--- src/rtl/pipe_stage_skid.sv ---
`default_nettype none
// ============================================================================
// pipe_stage_skid : valid/ready pipeline register, optional 2-entry skid, flush
// Revision: 1.0
// ============================================================================
module pipe_stage_skid #(
  parameter int CTRL_W      = 11,
  parameter int DATA_W      = 111,
  parameter int SKID        = 1,
  parameter int STALL_CNT_W = 16
) (
  input  logic                   clk,
  input  logic                   rst_n,
  input  logic                   in_valid,
  output logic                   in_ready,
  input  logic [CTRL_W-1:0]      in_ctrl,
  input  logic [DATA_W-1:0]      in_data,
  input  logic                   flush,
  output logic                   out_valid,
  input  logic                   out_ready,
  output logic [CTRL_W-1:0]      out_ctrl,
  output logic [DATA_W-1:0]      out_data,
  output logic [1:0]             occupancy,
  input  logic                   clr_stats,
  output logic [STALL_CNT_W-1:0] stall_cnt
);

  // State encoding equals the number of held entries.
  localparam logic [1:0] ST_EMPTY = 2'd0;
  localparam logic [1:0] ST_ONE   = 2'd1;
  localparam logic [1:0] ST_TWO   = 2'd2;

  logic [1:0]        state;
  logic [1:0]        state_nxt;
  logic              accept;
  logic              take;
  logic              load_in;
  logic              from_skid;
  logic              bubble;
  logic [CTRL_W-1:0] skid_ctrl;
  logic [DATA_W-1:0] skid_data;

  assign accept = in_valid & in_ready;
  assign take   = out_valid & out_ready;

  always_ff @(posedge clk or negedge rst_n) begin
    if (!rst_n) state <= ST_EMPTY;
    else        state <= state_nxt;
  end

  always_comb begin
    state_nxt = state;
    case (state)
      ST_EMPTY: if (accept) state_nxt = ST_ONE;
      ST_ONE: begin
        if (accept && !take && (SKID != 0)) state_nxt = ST_TWO;
        else if (!accept && take)           state_nxt = ST_EMPTY;
      end
      ST_TWO:   if (take) state_nxt = ST_ONE;
      default:  state_nxt = ST_EMPTY;
    endcase
    if (flush) state_nxt = ST_EMPTY;
  end

  always_comb begin
    out_valid = (state != ST_EMPTY);
    occupancy = state;
    load_in   = accept && ((state == ST_EMPTY) || ((state == ST_ONE) && take));
    from_skid = (state == ST_TWO) && take;
    bubble    = (state_nxt == ST_EMPTY);
  end

  // Payload survives bubbles and flush; only the control field is zeroed.
  always_ff @(posedge clk or negedge rst_n) begin
    if (!rst_n) begin
      out_ctrl <= '0;
      out_data <= '0;
    end else begin
      if (bubble)         out_ctrl <= '0;
      else if (from_skid) out_ctrl <= skid_ctrl;
      else if (load_in)   out_ctrl <= in_ctrl;
      if (!flush) begin
        if (from_skid)    out_data <= skid_data;
        else if (load_in) out_data <= in_data;
      end
    end
  end

  generate
    if (SKID != 0) begin : g_skid
      logic load_skid;
      logic ready_q;

      assign load_skid = (state == ST_ONE) && accept && !take && !flush;
      assign in_ready  = ready_q;

      always_ff @(posedge clk or negedge rst_n) begin
        if (!rst_n) begin
          ready_q   <= 1'b0;
          skid_ctrl <= '0;
          skid_data <= '0;
        end else begin
          ready_q <= (state_nxt != ST_TWO);
          if (load_skid) begin
            skid_ctrl <= in_ctrl;
            skid_data <= in_data;
          end
        end
      end
    end else begin : g_no_skid
      assign skid_ctrl = '0;
      assign skid_data = '0;
      assign in_ready  = rst_n & (!out_valid | out_ready);
    end
  endgenerate

  always_ff @(posedge clk or negedge rst_n) begin
    if (!rst_n) begin
      stall_cnt <= '0;
    end else if (clr_stats) begin
      stall_cnt <= '0;
    end else if (out_valid && !out_ready && (stall_cnt != {STALL_CNT_W{1'b1}})) begin
      stall_cnt <= stall_cnt + {{(STALL_CNT_W-1){1'b0}}, 1'b1};
    end
  end

endmodule
`default_nettype wire

--- config.mk ---
export PLATFORM = sky130hd
export DESIGN_NAME = pipe_stage_skid
export DESIGN_NICKNAME = d
export VERILOG_FILES = /design/src/rtl/pipe_stage_skid.sv
export SDC_FILE = /design/constraint.sdc
export NUM_CORES = 1
export LEC_CHECK = 0
export CAP_MARGIN = 10
export CORE_MARGIN = 2
export CORE_UTILIZATION = 45
export CTS_CLUSTER_SIZE = 14
export DETAILED_ROUTE_END_ITERATION = 6
export GPL_TIMING_DRIVEN = 0
export HOLD_SLACK_MARGIN = 0.1
export PLACE_DENSITY_LB_ADDON = 0.2
export SYNTH_ARGS = -nofsm -noshare
export SYNTH_HDL_FRONTEND = slang
export SYNTH_SLANG_ARGS = --single-unit
--- constraint.sdc ---
create_clock -name clk -period 1.5 [get_ports clk]
set_input_delay 0.15 -clock clk [delete_from_list [all_inputs] [get_ports clk]]
set_output_delay 0.15 -clock clk [all_outputs]
set_load 0.01 [all_outputs]
# Word level (Yosys, flattened, before mapping)
# Cells that the tools add are included.
[classes] add_sub_neg=1 eq_ne=4 n_mux=13 bitwise_logic=3 n_reduce_logical=22
[op_table] op="$mux 111" n=2
[op_table] op="$mux 11" n=3
[op_table] op="$mux 16" n=2
[op_table] op="$add 16x1->16 const B" n=1
[op_table] op="$ne 16x16->1 const B" n=1
[op_table] op="$logic_and 1x1->1" n=10
[op_table] op="$mux 2" n=5
[op_table] op="$pmux 2 s3" n=1
[op_table] op="$reduce_bool 2->1" n=3
[op_table] op="$logic_not 1->1" n=4
[op_table] op="$logic_not 2->1" n=2
[op_table] op="$reduce_bool 3->1" n=1
[op_table] op="$and 1x1->1" n=2
[op_table] op="$eq 2x1->1 const B" n=1
[op_table] op="$eq 2x2->1 const B" n=1
[op_table] op="$ne 2x2->1 const B" n=1
[op_table] op="$reduce_and 2->1" n=1
[op_table] op="$logic_or 1x1->1" n=1
[op_table] op="$not 1->1" n=1
[word_totals] register_bits=263 in_bits=128 out_inout_bits=142 wordCells=50

# Depth between registers and ports, before layout
[logic_depth] word_depth=9 ltp_mapped=9 mapped_depth_nobuf=6

# Least setup slack after synthesis
# Ideal clock, no wire load.
[synth_path] path_type="reg2reg" from="register stall_cnt[0]" to="register stall_cnt[6]" setup_ns=0.132 arrival_time_ns=1.587 t_required_ns=1.368 slack_ns=-0.219 path_stages_with_launch=8 path_buffers=1 period_less_slack_ns=1.719 cell_sequence="dfrtp_1 -> ha_1 -> nand3_1 -> or4_1 -> buf_2 -> o21ai_1 -> xor2_1 -> nor2_1"
[synth_via] elab_chain_cells=3 elab_cells_between_ends=6 classes_between="add/sub (1); eq/ne (1); mux (2); reduce/logical (2)"
[synth_lines] item="start: declaration" line_no="25" source="output logic [STALL_CNT_W-1:0] stall_cnt"
[synth_lines] item="start signal: assignment" line_no="123" source="stall_cnt <= stall_cnt + {{(STALL_CNT_W-1){1'b0}}, 1'b1};"
[synth_lines] item="$add 16x1->16 or $ne 16x16->1 (tied branches)" line_no="123, 122"
[synth_lines] item="$mux 16 or $logic_and 1x1->1 (tied branches)" line_no="122" source="end else if (out_valid && !out_ready && (stall_cnt != {STALL_CNT_W{1'b1}})) begin"
[synth_lines] item="$mux 16 or $reduce_bool 2->1 (tied branches)"
# Several ways; a longest one is shown, not always the timed one. The select of a mux whose other input is x is not followed.
# A chain may end at the register's enable or synchronous reset.

# Final worst setup path
[layout_path] from="register state[1], in the netlist occupancy[1]" to="register out_data[11]"
[layout_via] elab_chain_cells=7 elab_cells_between_ends=12 classes_between="eq/ne (2); mux (1); bitwise (1); reduce/logical (8)"
[layout_lines] item="start: declaration" line_no="33" source="logic [1:0] state;"
[layout_lines] item="start signal: assignment" line_no="48" source="else state <= state_nxt;"
[layout_lines] item="$reduce_bool 2->1" line_no="66" source="out_valid = (state != ST_EMPTY);"
[layout_lines] item="$and 1x1->1" line_no="44" source="assign take = out_valid & out_ready;"
[layout_lines] item="$logic_and 1x1->1" line_no="68" source="load_in = accept && ((state == ST_EMPTY) || ((state == ST_ONE) && take));"
[layout_lines] item="$logic_or 1x1->1" line_no="68"
[layout_lines] item="$logic_and 1x1->1" line_no="68"
[layout_lines] item="$reduce_bool 2->1 (no line)"
[layout_lines] item="$reduce_and 2->1 (no line)"
[layout_lines] item="end signal: assignment" line_no="83" source="if (from_skid) out_data <= skid_data;"
[layout_lines] item="end signal: assignment" line_no="84" source="else if (load_in) out_data <= in_data;"
[layout_lines] item="end: declaration" line_no="22" source="output logic [DATA_W-1:0] out_data,"
# Several ways; a longest one is shown, not always the timed one.

==> reports/results.ini <==
[status]
status=complete, but fails checks
violations=negative setup slack

[global_route]
grt_use_met2_pct=34.9
grt_use_met3_pct=4.96
antenna_found_initial=2
grt_max_degree=120
globalRouteTotalUtil_pct=21.1
use_met1_pct=28.2
grt_overflow=0
grt-busiest-layer=met2
grt_pass1_vias=8074
grt_pass1_wl_um=43800

[timing]
slew_headroom_pct=58.0
holdWs_ns=0.184
max_freq_mhz=553
finalSetupViolCount=263
finalCritPeriodShare_pct=121
tns_ns=-62.03
worstMarginPinSlew_ns=0.630
clock_skew_ns=0.0123
slew_viol_final=0
worst_slack_ns=-0.308
finalCriticalPeriod_ns=1.81
rsz0062_at_grt=yes
final_hold_viol_count=0

[setup_path]
crit_path_end_kind=register
start_kind=register
crit_slowest_cell=dfrtp_2
crit_chain=nand3b_1 -> a21oi_2 -> o21ai_4 -> buf_12 -> buf_12 -> clkbuf_16 -> clkbuf_16 -> nand2_2 -> o21ai_1
critPathTopFamily=buffers and inverters
critPathMaxFanout=6
criticalPathCategory=register to register
cp.buffers_inverters=4
cp.arrival_ns=2.23
max_stage_delay_ns=0.44
crit_required_ns=1.92

[routing]
drt_iter0_drc=470
via_per_inst=5.16
drt_drc_violations_left=0
ant_nets=0
drt_pass1_iterations=4
routedWlPerCell_um=19.0
wirelength_um=30800
vias=8383

[place]
dp_cells=1499
gp_congestion=0.803
place_hpwl_um=18400
portBuffers=267

[clock_network]
insertion_delay_ns=0.54
cts_sinks=263
cts_tree=done
h-tree-depth=1
root_buffer=clkbuf_16
cts_made_buffers=29
clkTransAtPathRegs_ns=0.06
cts_buffer_depth=3

[finish]
mostFrequentLayoutCell=dfrtp_1
drive_above_1_share_pct=33.7
layout_common_cells=256 x dfrtp_1, 126 x dlymetal6s2s_1, 124 x clkdlybuf4s50_1, 122 x mux2i_1, 121 x mux2_2
fillers=1597
seqCellArea_mm2=0.00659
stdcell_count=1624
utilization_pct=72.6
syn_to_final_growth_pct=58.0
multiInputGateArea_mm2=0.00478
final_nets=1405

[yosys]
synth_edf_count=0
synth_cell_type_count=39
ys_ff_latch=263
synthSimpleGateAreaFrac_pct=7.10
synthMuxAreaShare_pct=23.2
synth_xor_xnor_area_share_pct=1.18
synth_top_family_by_area=multiplexers
seq_area_frac_synth_pct=58.9
synth-main-ff-cell=dfrtp_1
synth_compound_area_share_pct=6.36
synth_area_mm2=0.0112
synth_cells=906
synthAdderAreaFrac_pct=0.112
syn_avg_cell_area_um2=12.3
yosysWarnings=0
synth.net_count=1035
synthArstFlopShare_pct=100

[power]
leakage_nw=10.0
power.density_mw_per_mm2=1230
worst_ir_drop_vdd_uv=932
power_mw=21.6

[die]
ios=270
die_w_um=162
row_count=57
fp.dieH_um=162
dieArea_mm2=0.0261
initial_core_util_pct=46.0
coreArea_mm2=0.0243

[min_path]
hold_path_class=primary input to asynchronous set/reset pin

[job]
cap_violations=0

## state kept, by name, indices dropped and copies added (netlist names)
register / count
out_data: 111
stall_cnt: 16
occupancy: 2
in_ready: 1
skid_data: 111
skid_ctrl: 11
out_ctrl: 11
## tightest hold or removal path: cells and delay by family
family	cells	cell delay, ns
buffers and inverters	3	0.92
## layer usage
layer / part of all wire (%) / routed length (µm)
met1: 41 / 12700
met2: 50 / 15400
met5: 0 / 0
met3: 6.5 / 2010
met4: 2.0 / 613
## final cells by class
cell class                      instances  area share (%)
Tap cell                              324            2.29
Buffer                                 57            4.22
Clock buffer                           46            4.92
Inverter                                5           0.106
Antenna cell                            2          0.0283
Clock inverter                          7           0.531
Multi-Input combinational cell        580            27.1
Sequential cell                       263            37.3
Timing Repair Buffer                  340            23.5
## report_power, final
part           total [mW]  internal (mW)  switching (mW)
Clock                7.14           4.30            2.85
Sequential           9.61           8.71           0.895
Combinational        4.90           2.92            1.98
Total                21.6           15.9            5.73
## worst paths after layout
| kind | startpoint | slack [ns] | depth (start not counted) | end |
|---|---|---|---|---|
| min in group clk | in_data[86] | 0.25 | 2 | skid_data[86] |
| hold / removal | rst_n | 0.18 | 3 | out_ctrl[3] |
| setup reg to reg | occupancy[1] | -0.31 | 9 | out_data[11] |
| setup / recovery | occupancy[1] | -0.31 | 9 | out_data[11] |
| hold reg to reg | out_data[78] | 0.47 | 2 | out_data[78] |
| max in group asynchronous | rst_n | 0.39 | 3 | stall_cnt[5] |
## synthesized netlist by cell type (2+ instances only)
master / instances / share of area (%)
or3_1: 2 / 0.11
nor3_1: 5 / 0.22
nand4_1: 7 / 0.39
mux2i_1: 122 / 11
buf_2: 37 / 1.7
xor2_1: 9 / 0.71
nor4_1: 3 / 0.17
nand2_1: 122 / 4.1
inv_1: 5 / 0.17
nor2_1: 28 / 0.94
and2_1: 2 / 0.11
o21ai_0: 34 / 1.5
o21ai_1: 81 / 3.6
clkbuf_1: 10 / 0.34
xnor2_1: 6 / 0.47
buf_6: 9 / 0.91
dfrtp_1: 263 / 59
mux2_2: 122 / 12
a21oi_1: 4 / 0.18
nand3_1: 5 / 0.22
a211oi_1: 12 / 0.81
## through the flow
stage | worst slack (ns) | cell area [µm²]
after floorplan | -0.200 | 11300
after global placement | -12.27 | 14400
after detailed placement | -0.633 | 14400
after CTS | -0.241 | 16300
after global routing | -0.378 | 17700
final | -0.308 | 17700
## logic make-up (layout without fill, tap and decap cells)
family                     count (synthesis)  after routing
DFF                                      263            263
other                                      0              2
AOI/OAI and AO/OA                        134            134
adders and majority gates                  1              1
xor gates and xnor gates                  15             15
muxes                                    244            244
buffers and inverters                     63            455
and+or+nand+nor                          186            186
## repair_timing
action                     4_1_cts  5_1_grt
setup buffers                   29       10
pin swaps                       30       63
hold buffers                     3        2
setup endpoints to repair      402      389
resized for setup              141      298
hold endpoints to repair       270        9
gates cloned                     9       19
Power figures use the tool's default switching activity.
==> patch: new RTL, same flow settings <==
Reset style: synchronous (`rst_n`), changed in 4 clocked blocks.
--- a/src/rtl/pipe_stage_skid.sv
+++ b/src/rtl/pipe_stage_skid.sv
@@ -43,7 +43,7 @@
   assign accept = in_valid & in_ready;
   assign take   = out_valid & out_ready;
 
-  always_ff @(posedge clk or negedge rst_n) begin
+  always_ff @(posedge clk) begin
     if (!rst_n) state <= ST_EMPTY;
     else        state <= state_nxt;
   end
@@ -71,7 +71,7 @@
   end
 
   // Payload survives bubbles and flush; only the control field is zeroed.
-  always_ff @(posedge clk or negedge rst_n) begin
+  always_ff @(posedge clk) begin
     if (!rst_n) begin
       out_ctrl <= '0;
       out_data <= '0;
@@ -94,7 +94,7 @@
       assign load_skid = (state == ST_ONE) && accept && !take && !flush;
       assign in_ready  = ready_q;
 
-      always_ff @(posedge clk or negedge rst_n) begin
+      always_ff @(posedge clk) begin
         if (!rst_n) begin
           ready_q   <= 1'b0;
           skid_ctrl <= '0;
@@ -114,7 +114,7 @@
     end
   endgenerate
 
-  always_ff @(posedge clk or negedge rst_n) begin
+  always_ff @(posedge clk) begin
     if (!rst_n) begin
       stall_cnt <= '0;
     end else if (clr_stats) begin
Formal check against the unedited RTL: differs if rst_n is asserted again (counterexample within 4 cycles, from zero or initial values and one cycle with rst_n low); with rst_n held inactive, the same outputs for 4 cycles.
==> patch against the unedited design <==
- sequential cell count unchanged
- cell count increased by 18%
- wire length increased by 22%
- the flow still finishes with violations (setup timing)
- clock skew increased by 0.0035 ns
- worst setup slack got worse by 0.045 ns
- core utilization increased by 5.0 points
- design area increased by 6.6%
- hold slack improved by 0.0047 ns
- synthesized area decreased by 1.0%
Power is not compared: it rests on default switching activity, and its combinational part moved more than twofold at a synthesized area within 25%.
==> patch: results (changes against the unedited design) <==
| Metric | Value |
|---|---|
| Post-DP HPWL | `21,400 µm (+16%)` |
| Outcome | `finished with violations` |
| Hold_ws | `0.189 ns (+0.00465 ns)` |
| Synth Instances | `1,194 (+32%)` |
| Setup violations, final | `263 (unchanged)` |
| Setup TNS | `-63.22 ns (-1.19 ns)` |
| Post-layout nets | `1,705 (+21%)` |
| Initial DRC Count | `610 (+30%)` |
| Post-Layout Cell Count | `1,921 (+18%)` |
| Synth top area cells | `dfxtp_1, nand2_1, mux2i_1, o211a_1, a21boi_0` |
| Post-synth cell types | `40 (+2.6%)` |
| First-pass DRT Iterations | `5 (+1)` |
| Final weighted congestion in routability-driven placement | `0.814 (+1.4%)` |
| Failing checks | `setup timing` |
| Commonest cells post-synth | `nand2_1, dfxtp_1, mux2i_1` |
| Via Count | `10,400 (+25%)` |
| Total track usage | `23.2% (+2.1 points)` |
| Vias in the first global route | `9,361 (+16%)` |
| Placed cells | `1,786 (+19%)` |
| Antenna violations before repair | `0 (-2)` |
| Async set-reset flop share out of synthesis | `0% (-100 points)` |
| Syn Nets | `1,323 (+28%)` |
| Layout cell share with drive strength beyond 1 | `32.7% (-1.1 points)` |
| Min-Delay Path Class | `in -> reg` |
| Final WS setup | `-0.353 ns (-0.0448 ns)` |
| PortBufs | `268 (+0.37%)` |
## patch: what timing repair did
action / 4_1_cts / 5_1_grt
hold buffers: 1 / 0
buffers inserted: 14 / 32
pin swaps: 22 / 132
hold endpoints to repair: 6 / 0
setup endpoints to repair: 403 / 400
cloned: 3 / 35
gates resized for setup: 97 / 658
## patch: area by class of cell
cell class / count / area [µm²]
sequential: 263 / 5310
tap: 324 / 405
clock inverter: 13 / 123
multi-input combinational: 832 / 6740
clock buffer: 39 / 843
fill: 1505 / 5410
buffer: 98 / 1100
timing repair buffer: 352 / 4310
## patch: metrics by stage
stage,power (µW),worst slack [ns]
after global placement,9170,-1.20
final,16600,-0.353
after CTS,16400,-0.277
after floorplan,8170,-0.116
after detailed placement,9190,-1.23
after global routing,17200,-0.456
## patch: power breakdown
part	switching (µW)	total (µW)	internal (µW)
clock	2910	7180	4270
combinational	961	2150	1180
sequential	127	7320	7190
## patch: worst min path at each step
| stage | start | end | depth (start not counted) |
|---|---|---|---|
| after floorplan | in_ctrl[0] | skid_ctrl[0] | 2 |
| after global placement | out_ready | in_ready | 3 |
| after detailed placement | skid_ctrl[1] | skid_ctrl[1] | 2 |
| after CTS | out_ready | occupancy[0] | 5 |
| after global routing | in_data[79] | skid_data[79] | 3 |
| final | in_data[37] | skid_data[37] | 3 |
## patch: critical path: stages (launching register included)
cell and delay [ns]:
dfxtp_2 0.32, buf_6 0.12, nand4b_1 0.27, buf_4 0.21, nor3_4 0.14, buf_6 0.17
buf_12 0.16, buf_8 0.13, nand2_1 0.08, a21boi_1 0.17
## patch: routing by layer
metal	global-route usage, %	wire length, µm	part of all wire [%]
met5	0	0	0
met4	5.56	910	2.4
met3	5.35	2330	6.2
met2	38.4	18500	49
met1	30.9	15900	42
## patch: cells by family (layout without fill, tap and decap cells)
family | Yosys count | count (layout) | synth area share [%]
simple gates | 427 | 427 | 15.9
mux | 124 | 124 | 11.2
flops | 263 | 263 | 47.6
xor+xnor | 2 | 2 | 0.158
compound gates | 278 | 278 | 21.1
fa+ha+maj | 1 | 1 | 0.113
buf+inv | 99 | 502 | 4.01
